$ cat src/rtl/pixel_scheduler.sv
// pixel_scheduler
// Walks a frame of H_RES x V_RES pixels in raster order. For each pixel it
// hands one job (pixel position plus complex coordinate c) to an external
// depth calculator, waits for the result, then offers the result on a
// valid/ready pixel stream.
//
// Coordinates are signed fixed-point values with FRAC fractional bits. They
// are stepped incrementally with 32-bit wrapping adds, so no multiplier is
// needed.
//
// Ports
//   sysclk, reset_n          clock; asynchronous active-low reset
//   frame_start              one-cycle request to render a frame (IDLE only)
//   re_min, im_max, step     left-edge real, top-edge imaginary, per-pixel step
//   calc_start               one-cycle job strobe to the calculator
//   calc_x, calc_y           pixel position of the current job
//   calc_re_c, calc_im_c     coordinate c of the current job
//   calc_done, calc_depth    calculator completion strobe and its result
//   m_valid, m_ready         pixel stream handshake
//   m_data                   pixel depth
//   m_user, m_last           first pixel of frame; last pixel of line
//   busy                     a frame is in progress
//
// state  | meaning
// IDLE   | no frame; waiting for frame_start
// ISSUE  | calc_start pulsed for the current pixel
// WAIT   | waiting for calc_done; depth captured when it arrives
// OUTPUT | pixel held on the stream until m_ready
module pixel_scheduler #(
  parameter int FRAC  = 16,
  parameter int H_RES = 640,
  parameter int V_RES = 480
) (
  input  logic               sysclk,
  input  logic               reset_n,
  input  logic               frame_start,
  input  logic signed [31:0] re_min,
  input  logic signed [31:0] im_max,
  input  logic signed [31:0] step,
  output logic               calc_start,
  output logic [9:0]         calc_x,
  output logic [8:0]         calc_y,
  output logic signed [31:0] calc_re_c,
  output logic signed [31:0] calc_im_c,
  input  logic               calc_done,
  input  logic [7:0]         calc_depth,
  output logic               m_valid,
  input  logic               m_ready,
  output logic [7:0]         m_data,
  output logic               m_user,
  output logic               m_last,
  output logic               busy
);

  // FRAC only documents the coordinate format; the datapath is format-agnostic.
  if (FRAC > 31) begin : g_frac_out_of_range
  end

  localparam logic [9:0] X_LAST = 10'(H_RES - 1);
  localparam logic [8:0] Y_LAST = 9'(V_RES - 1);

  typedef enum logic [1:0] {
    IDLE   = 2'd0,
    ISSUE  = 2'd1,
    WAIT   = 2'd2,
    OUTPUT = 2'd3
  } state_t;

  state_t             state_q, state_d;
  logic [9:0]         x_q, x_d;
  logic [8:0]         y_q, y_d;
  logic signed [31:0] re_q, re_d;
  logic signed [31:0] im_q, im_d;
  logic signed [31:0] re_min_q, re_min_d;
  logic signed [31:0] step_q, step_d;
  logic [7:0]         data_q, data_d;

  always_ff @(posedge sysclk or negedge reset_n) begin
    if (!reset_n) begin
      state_q  <= IDLE;
      x_q      <= '0;
      y_q      <= '0;
      re_q     <= '0;
      im_q     <= '0;
      re_min_q <= '0;
      step_q   <= '0;
      data_q   <= '0;
    end else begin
      state_q  <= state_d;
      x_q      <= x_d;
      y_q      <= y_d;
      re_q     <= re_d;
      im_q     <= im_d;
      re_min_q <= re_min_d;
      step_q   <= step_d;
      data_q   <= data_d;
    end
  end

  always_comb begin
    state_d  = state_q;
    x_d      = x_q;
    y_d      = y_q;
    re_d     = re_q;
    im_d     = im_q;
    re_min_d = re_min_q;
    step_d   = step_q;
    data_d   = data_q;

    unique case (state_q)
      IDLE: begin
        if (frame_start) begin
          // im_max needs no shadow copy: im_c is only ever stepped down.
          re_min_d = re_min;
          step_d   = step;
          x_d      = '0;
          y_d      = '0;
          re_d     = re_min;
          im_d     = im_max;
          state_d  = ISSUE;
        end
      end
      ISSUE: begin
        state_d = WAIT;
      end
      WAIT: begin
        if (calc_done) begin
          data_d  = calc_depth;
          state_d = OUTPUT;
        end
      end
      OUTPUT: begin
        if (m_ready) begin
          if (x_q != X_LAST) begin
            x_d     = x_q + 10'd1;
            re_d    = re_q + step_q;
            state_d = ISSUE;
          end else if (y_q != Y_LAST) begin
            x_d     = '0;
            y_d     = y_q + 9'd1;
            re_d    = re_min_q;
            im_d    = im_q - step_q;
            state_d = ISSUE;
          end else begin
            state_d = IDLE;
          end
        end
      end
      default: state_d = IDLE;
    endcase
  end

  // Job fields come straight from the pixel registers, which only change on
  // the transfer that leads into the next ISSUE, so they hold for the job.
  assign calc_start = (state_q == ISSUE);
  assign calc_x     = x_q;
  assign calc_y     = y_q;
  assign calc_re_c  = re_q;
  assign calc_im_c  = im_q;

  assign m_valid = (state_q == OUTPUT);
  assign m_data  = data_q;
  assign m_user  = m_valid && (x_q == '0) && (y_q == '0);
  assign m_last  = m_valid && (x_q == X_LAST);
  assign busy    = (state_q != IDLE);

endmodule

$ cat config.mk
export PLATFORM = sky130hd
export DESIGN_NAME = pixel_scheduler
export DESIGN_NICKNAME = d
export VERILOG_FILES = /design/src/rtl/pixel_scheduler.sv
export SDC_FILE = /design/constraint.sdc
export NUM_CORES = 1
export LEC_CHECK = 0
export CAP_MARGIN = 0
export CORE_MARGIN = 5
export CORE_UTILIZATION = 45
export DETAILED_ROUTE_END_ITERATION = 7
export HOLD_SLACK_MARGIN = 0.12
export PLACE_DENSITY = 0.74
export SETUP_SLACK_MARGIN = 0.5
export SLEW_MARGIN = 25
export SYNTH_ARGS = -nofsm -noshare
export SYNTH_HDL_FRONTEND = slang
export SYNTH_SLANG_ARGS = --single-unit
$ cat constraint.sdc
create_clock -name sysclk -period 7.7 [get_ports sysclk]
set_input_delay 1.54 -clock sysclk [delete_from_list [all_inputs] [get_ports sysclk]]
set_output_delay 1.54 -clock sysclk [all_outputs]
set_load 0.005 [all_outputs]
== Yosys cells after proc, flatten, opt, wreduce, memory -nomap -nowiden ==
Cells that the tools add are included.

* Word-level logic and storage cells: 63
* Input bits: 109
* Flip-flop bits (word level): 157
* Output and inout port bits: 96

* Add/sub/neg operators: 4
* Reduce and logical (&&, ||, !) cells: 13
* Muxes and demuxes: 26
* Equal/unequal tests: 12

{| class="wikitable"
|+ Operator list
! cell !! count
|-
| $mux 32 || 8
|-
| $pmux 32 s2 || 2
|-
| $mux 10 || 4
|-
| $mux 9 || 4
|-
| $add 32x32->32 || 1
|-
| $sub 32x32->32 || 1
|-
| $pmux 10 s2 || 1
|-
| $pmux 9 s2 || 1
|-
| $add 10x1->10 const B || 1
|-
| $eq 10x10->1 const B || 1
|-
| $logic_not 10->1 || 1
|-
| $ne 10x10->1 const B || 1
|-
| $add 9x1->9 const B || 1
|-
| $logic_not 9->1 || 1
|-
| $ne 9x9->1 const B || 1
|-
| $pmux 2 s4 || 1
|-
| $mux 2 || 3
|-
| $ne 2x2->1 const B || 3
|-
| $reduce_and 5->1 || 1
|-
| $eq 2x2->1 const B || 2
|-
| $ne 2x1->1 const B || 2
|-
| $reduce_and 2->1 || 2
|-
| $reduce_and 4->1 || 1
|-
| $reduce_bool 2->1 || 2
|-
| 6 further kinds || 9
|}

== Logic depth before layout (Yosys ltp) ==
Gate-level depths: netlist (run 1).

* Word-level depth: 5
* Mapped depth: 12
* Gate-level depth less buffers: 12

== Worst setup path before layout (run 1) ==
Ideal clock, no wire load.

* Kind: flip-flop to output port
* Start point: register state_q[0]
* End point: output port m_user
* Required time: 6.160 ns
* Stages on the path, launching flop included: 9
* Path slack: 4.523 ns
* Buffers on the path: 3
* Arrival: 1.637 ns
* Path through: dfrtp_1 -> ha_1 -> buf_2 -> inv_1 -> clkbuf_1 -> clkbuf_1 -> nor3_1 -> nand4_1 -> nor2_1

* Word-level cells in the longest chain between the ends: 3

{| class="wikitable"
|+ RTL lines
! item !! line !! text
|-
| start, declared || 69 || <nowiki>state_t state_q, state_d;</nowiki>
|-
| start signal, assigned || 89 || <nowiki>state_q <= state_d;</nowiki>
|-
| $eq 2x2->1 || 161 || <nowiki>assign m_valid = (state_q == OUTPUT);</nowiki>
|-
| via m_valid || 47 || <nowiki>output logic m_valid,</nowiki>
|-
| $logic_and 1x1->1 (2 in a row) || 163 || <nowiki>assign m_user = m_valid && (x_q == '0) && (y_q == '0);</nowiki>
|-
| end, declared || 50 || <nowiki>output logic m_user,</nowiki>
|}

The timed path passes the listed nets, and every way through them passes these cells.

== Worst setup path after layout (run 1) ==
* Start point: register state_q[0]
* End point: output port m_last

* Word-level cells in the longest chain between the ends: 2

{| class="wikitable"
|+ RTL lines
! item !! line !! text
|-
| $eq 2x2->1 || 161 ||
|-
| $logic_and 1x1->1 || 164 || <nowiki>assign m_last = m_valid && (x_q == X_LAST);</nowiki>
|-
| end, declared || 51 || <nowiki>output logic m_last,</nowiki>
|}

Every way passes these cells.

==> impl_metrics.tcl, run 1 <==
set metrics [dict create \
    run_status "complete, no violations" \
    drt-met1-wl_um 13600 \
    hold_viol_final 0 \
    hold_depth 1 \
    synth_ff_type "dfrtp_1" \
    cp_max_fo 73 \
    numCtsBuffers 17 \
    yosysWarnings 0 \
    numPortBuffers 204 \
    die-area_um2 26200 \
    htreeDepth 4 \
    ir_drop_mv 0.402 \
    cts_hold_buf 0 \
    clock_path_buffers 2 \
    area_growth_pct 27.3 \
    dp_hpwl_um 22800 \
    layout_common_cells "clkdlybuf4s50_1, dfrtp_1, nand2_1, o21ai_0, a21oi_1" \
    dr.max_layer_used "met4" \
    r2r_cells 10 \
    root_buffer "clkbuf_16" \
    cts.reportedPaths.clkPinSlew_ns 0.07 \
    cp_cell_sequence "ha_2, buf_4, inv_1, buf_4, nor4_2, buf_4, clkdlybuf4s50_1" \
    via_count 9325 \
    yosysUniqueCellTypes 72 \
    rsz0062_at_grt "no" \
    die_x_um 162 \
    power_density_nw_per_um2 533 \
    synthCells 1149 \
    crit_top_cell "buf_4" \
    fin_tns_setup_ns 0 \
    drv_slew 0 \
    regArea_um2 3930 \
    critPathMaxStageDelay_ns 0.67 \
    leakage_nw 5.78 \
    worstMarginPinSlew_ns 1.05 \
    wirelength_um 30100 \
    syn-mean-instance-area_um2 9.05 \
    synth_nets 1331 \
    drt_iter0_drc 582 \
    antenna_found_initial 1 \
    syn_area_um2 10400 \
    cts_tree "built" \
    ant_nets 0 \
    critPathArrivalTime_ns 3.73 \
    drive_gt1_share_pct 9.92 \
    synth-edff-count 0 \
    criticalPathCategory "flip-flop to primary output" \
    fmax_ghz 0.190 \
    grt_pass1_wl_um 48200 \
    core_um2 22700 \
    ys_seq_area_share_pct 37.8 \
    track_usage_pct 22.8 \
    synth.area.top_cells "dfrtp_1, ha_1, mux2_2, o21ai_0, nand2_1" \
    grt_pass1_vias 9110 \
    drt_first_pass_iters 5 \
    initial_core_util_pct 45.8 \
    setup.worst_path.end_class "primary output" \
    place_congestion 0.907 \
    required_ns 6.16 \
    num_rows 55 \
    hold_path.class "flip-flop to flip-flop" \
    wl_met3_um 2090 \
    insertion_delay_ns 0.44 \
    hold_ws_ns 0.504 \
    nets 1510 \
    chipHeight_um 162 \
    grt.overflow.total 0 \
    slew_headroom_pct 29.9 \
    via_per_inst 5.73 \
    fillers 1956 \
    synth-seq-cells 157 \
    ys_async_sr_fraction_pct 100 \
    drv_cap 0 \
    clock-sinks 157 \
    clock_skew_ns 0.0134 \
    critical_path.slowest_cell "buf_4" \
    yosysTopAreaCell "dfrtp_1" \
    mostFrequentLayoutCell "clkdlybuf4s50_1" \
    finalCritPeriodShare_pct 68.4 \
    grt_max_degree 99 \
    multi_input_area_um2 6060 \
    wl_met2_um 13800 \
    start_kind "flip-flop" \
    drc 0 \
    synth_top_cell_area_share_pct 37.8 \
    cts_setup_buffers 0 \
    period_needed_ns 5.27 \
    routedWlPerCell_um 18.5 \
    cts_resized 0 \
    io-pin-count 205 \
    setup_violations 0 \
]
cells by family (layout without fill, tap and decap cells):
| family | Yosys count | after routing | share of synthesized area [%] |
|---|---|---|---|
| AOI/OAI and AO/OA | 348 | 348 | 20.9 |
| xor gates and xnor gates | 62 | 62 | 5.22 |
| adders and majority gates | 73 | 73 | 8.93 |
| buffers and inverters | 108 | 300 | 4.06 |
| DFF | 157 | 157 | 37.8 |
| muxes | 85 | 85 | 9.05 |
| other | 0 | 1 | 0 |
| and+or+nand+nor | 316 | 316 | 14.1 |
synth_stat cells, drive strengths merged, types with 4 or more instances:
cell type	count
inv	56
nand4	15
mux2i	13
dfrtp	157
ha	71
nor4	6
mux2	72
o22ai	12
o21bai	7
buf	10
nand3	22
clkbuf	42
nand2b	8
a211oi	9
xnor2	37
a22o	5
a21oi	92
and3	11
xor2	25
o211ai	15
nor2b	4
nand2	136
o21a	8
o31ai	7
nor3	19
a31oi	7
a211o	4
a221oi	11
o21ai	108
nor2	78
o2111ai	5
a21o	35
registers in the layout, indices dropped and copies added (netlist names):
name       cells
calc_x        10
step_q        32
state_q        2
m_data         8
calc_im_c     32
calc_re_c     32
re_min_q      32
calc_y         9
routing by layer:
layer | global-route usage [%] | vias up
li1 | - | 4522
met4 | 7.11 | 0
met2 | 35.5 | 306
met3 | 5.13 | 41
met1 | 31.8 | 4456
met5 | 0 | -
worst paths after layout:
kind,from,slack [ns],to
hold reg to reg,re_min_q[21],0.50,re_min_q[21]
max in group asynchronous,reset_n,5.23,calc_im_c[23]
min in group asynchronous,reset_n,1.18,re_min_q[2]
setup / recovery,state_q[0],2.43,m_last
setup reg to reg,state_q[0],3.64,calc_re_c[21]
hold / removal,re_min_q[21],0.50,re_min_q[21]
where the power goes:
group          internal [mW]  switching, mW  total [mW]
logic                   2.11           2.52        4.63
registers               1.22          0.380        1.60
clock network          0.431          0.394       0.824
total                   3.76           3.30        7.06
critical path, delay by kind of cell, from the launching register on:
kind | cells | cell delay [ns]
simple gates | 1 | 0.31
flops | 1 | 0.40
fa+ha+maj | 1 | 0.19
buf+inv | 5 | 2.36
metrics by stage:
step                worst slack (ns)  area, um^2  power (mW)  utilization [%]  cells
finish                          2.43       13200        7.06             58.3   1627
global placement                3.03       12700        6.09             55.8   1594
floorplan                       4.52       10400        4.80                -   1149
detailed placement              2.95       12700        6.18             55.8   1594
CTS                             2.43       13200        7.05             58.3   1626
global route                    2.20       13200        7.68             58.3   1627
cell type report:
class	count	share of cell area (%)
sequential	157	29.7
multi-input combinational	884	45.8
clock buffer	17	3.21
clock inverter	15	1.11
timing repair buffer	212	15.9
inverter	56	1.59
tap	285	2.69
antenna	1	0.0189
Power figures use the tool's default switching activity.
==> run 2: changes to the inputs <==
==> constraint.sdc (replaced) <==
create_clock -name sysclk -period 5 [get_ports sysclk]
set_input_delay 1 -clock sysclk [delete_from_list [all_inputs] [get_ports sysclk]]
set_output_delay 1 -clock sysclk [all_outputs]
set_load 0.005 [all_outputs]
==> impl_metrics.tcl, run 2 (same netlist as run 1, synthesis figures left out) <==
set metrics [dict create \
    grt_max_degree 86 \
    clock-sinks 157 \
    crit_top_cell "nand3_2" \
    routedWlPerCell_um 18.8 \
    cts_hold_buf 0 \
    grt_pass1_wl_um 49400 \
    cts_resized 0 \
    drt_first_pass_iters 5 \
    leakage_nw 5.81 \
    drive_gt1_share_pct 9.98 \
    fin_tns_setup_ns 0 \
    chipHeight_um 162 \
    cts_tree "built" \
    cp_max_fo 12 \
    rsz0062_at_grt "no" \
    num_rows 55 \
    clock_path_buffers 2 \
    drt_iter0_drc 625 \
    area_growth_pct 27.9 \
    track_usage_pct 23.3 \
    setup.worst_path.end_class "primary output" \
    clock_skew_ns 0.0164 \
    numCtsBuffers 17 \
    nets 1512 \
    via_count 9298 \
    start_kind "flip-flop" \
    numPortBuffers 204 \
    ir_drop_mv 0.462 \
    criticalPathCategory "flip-flop to primary output" \
    critPathMaxStageDelay_ns 0.54 \
    hold_viol_final 0 \
    die_x_um 162 \
    slew_headroom_pct 38.7 \
    cts.reportedPaths.clkPinSlew_ns 0.07 \
    hold_ws_ns 0.503 \
    initial_core_util_pct 45.8 \
    fillers 1991 \
    hold_path.class "flip-flop to flip-flop" \
    layout_common_cells "clkdlybuf4s50_1, dfrtp_1, nand2_1, o21ai_0, a21oi_1" \
    insertion_delay_ns 0.43 \
    cp_cell_sequence "ha_1, nand3_2, nor2_2, nand3_2, nor4_2, buf_4, clkdlybuf4s50_1" \
    dp_hpwl_um 23100 \
    core_um2 22700 \
    critical_path.slowest_cell "clkdlybuf4s50_1" \
    fmax_ghz 0.283 \
    place_congestion 0.925 \
    antenna_found_initial 2 \
    run_status "complete, no violations" \
    die-area_um2 26200 \
    io-pin-count 205 \
    grt_pass1_vias 9261 \
    drv_cap 0 \
    mostFrequentLayoutCell "clkdlybuf4s50_1" \
    wirelength_um 30700 \
    critPathArrivalTime_ns 2.53 \
    grt.overflow.total 0 \
    root_buffer "clkbuf_16" \
    worstMarginPinSlew_ns 0.919 \
    htreeDepth 4 \
    finalCritPeriodShare_pct 70.6 \
    ant_nets 0 \
    setup_violations 0 \
    cts_setup_buffers 0 \
    via_per_inst 5.70 \
    period_needed_ns 3.53 \
    drv_slew 0 \
    required_ns 4.00 \
    drc 0 \
    power_density_nw_per_um2 824 \
]
-- run 2: cell count changes in the layout (fill, tap and decap cells not counted), sizes merged --
| cell | delta |
|---|---|
| diode | +1 |
| clkinvlp | -1 |
| buf | +2 |
| bufinv | +2 |
| clkinv | -1 |
| clkbuf | +1 |
| inv | -1 |
-- run 2: layout make-up --
type	count	area, um^2	area share [%]
Clock buffer	18	429	3.23
Antenna cell	2	5.00	0.0376
Multi-Input combinational cell	884	6060	45.6
Sequential cell	157	3930	29.6
Tap cell	285	357	2.68
Timing Repair Buffer	214	2130	16.0
Inverter	56	210	1.58
Clock inverter	14	171	1.29
-- run 2: layer usage --
| layer | part of all wire [%] | GRT usage (%) | vias to the layer above |
|---|---|---|---|
| li1 | - | - | 4514 |
| met2 | 45 | 36.6 | 301 |
| met5 | 0 | 0 | - |
| met1 | 46 | 32.8 | 4435 |
| met4 | 2.4 | 6.84 | 0 |
| met3 | 6.3 | 4.72 | 48 |
-- run 2: critical path: cells and delay by family, from the launching register on --
kind	cells	cell delay (ns)
DFF	1	0.47
adders and majority gates	1	0.23
and+or+nand+nor	4	0.62
buffers and inverters	2	0.79
-- run 2: worst paths after layout --
check,from,end,slack [ns],cells after the start
max,calc_x[0],m_last,1.47,7
max reg2reg,step_q[0],calc_re_c[30],1.66,11
min,m_data[3],m_data[3],0.50,1
min in group asynchronous,reset_n,re_min_q[7],0.65,1
min reg2reg,m_data[3],m_data[3],0.50,1
max in group asynchronous,reset_n,step_q[26],3.47,2
-- run 2: report_power, final --
| group | switching (mW) | leakage (nW) | internal (mW) |
|---|---|---|---|
| combinational | 3.90 | 3.61 | 3.26 |
| clock | 0.585 | 0.293 | 0.758 |
| sequential | 0.578 | 1.91 | 1.88 |
| total | 5.06 | 5.81 | 5.90 |
-- run 2: metrics by stage --
step | utilization, % | power [mW] | cell area, um^2 | worst slack, ns | cells
2_1_floorplan | - | 7.39 | 10400 | 2.18 | 1149
3_5_place_dp | 55.9 | 9.53 | 12700 | 1.58 | 1596
5_1_grt | 58.5 | 11.9 | 13300 | 1.29 | 1630
6_report | 58.5 | 11.0 | 13300 | 1.47 | 1630
3_3_place_gp | 55.9 | 9.38 | 12700 | 1.67 | 1596
4_1_cts | 58.5 | 10.9 | 13300 | 1.48 | 1628
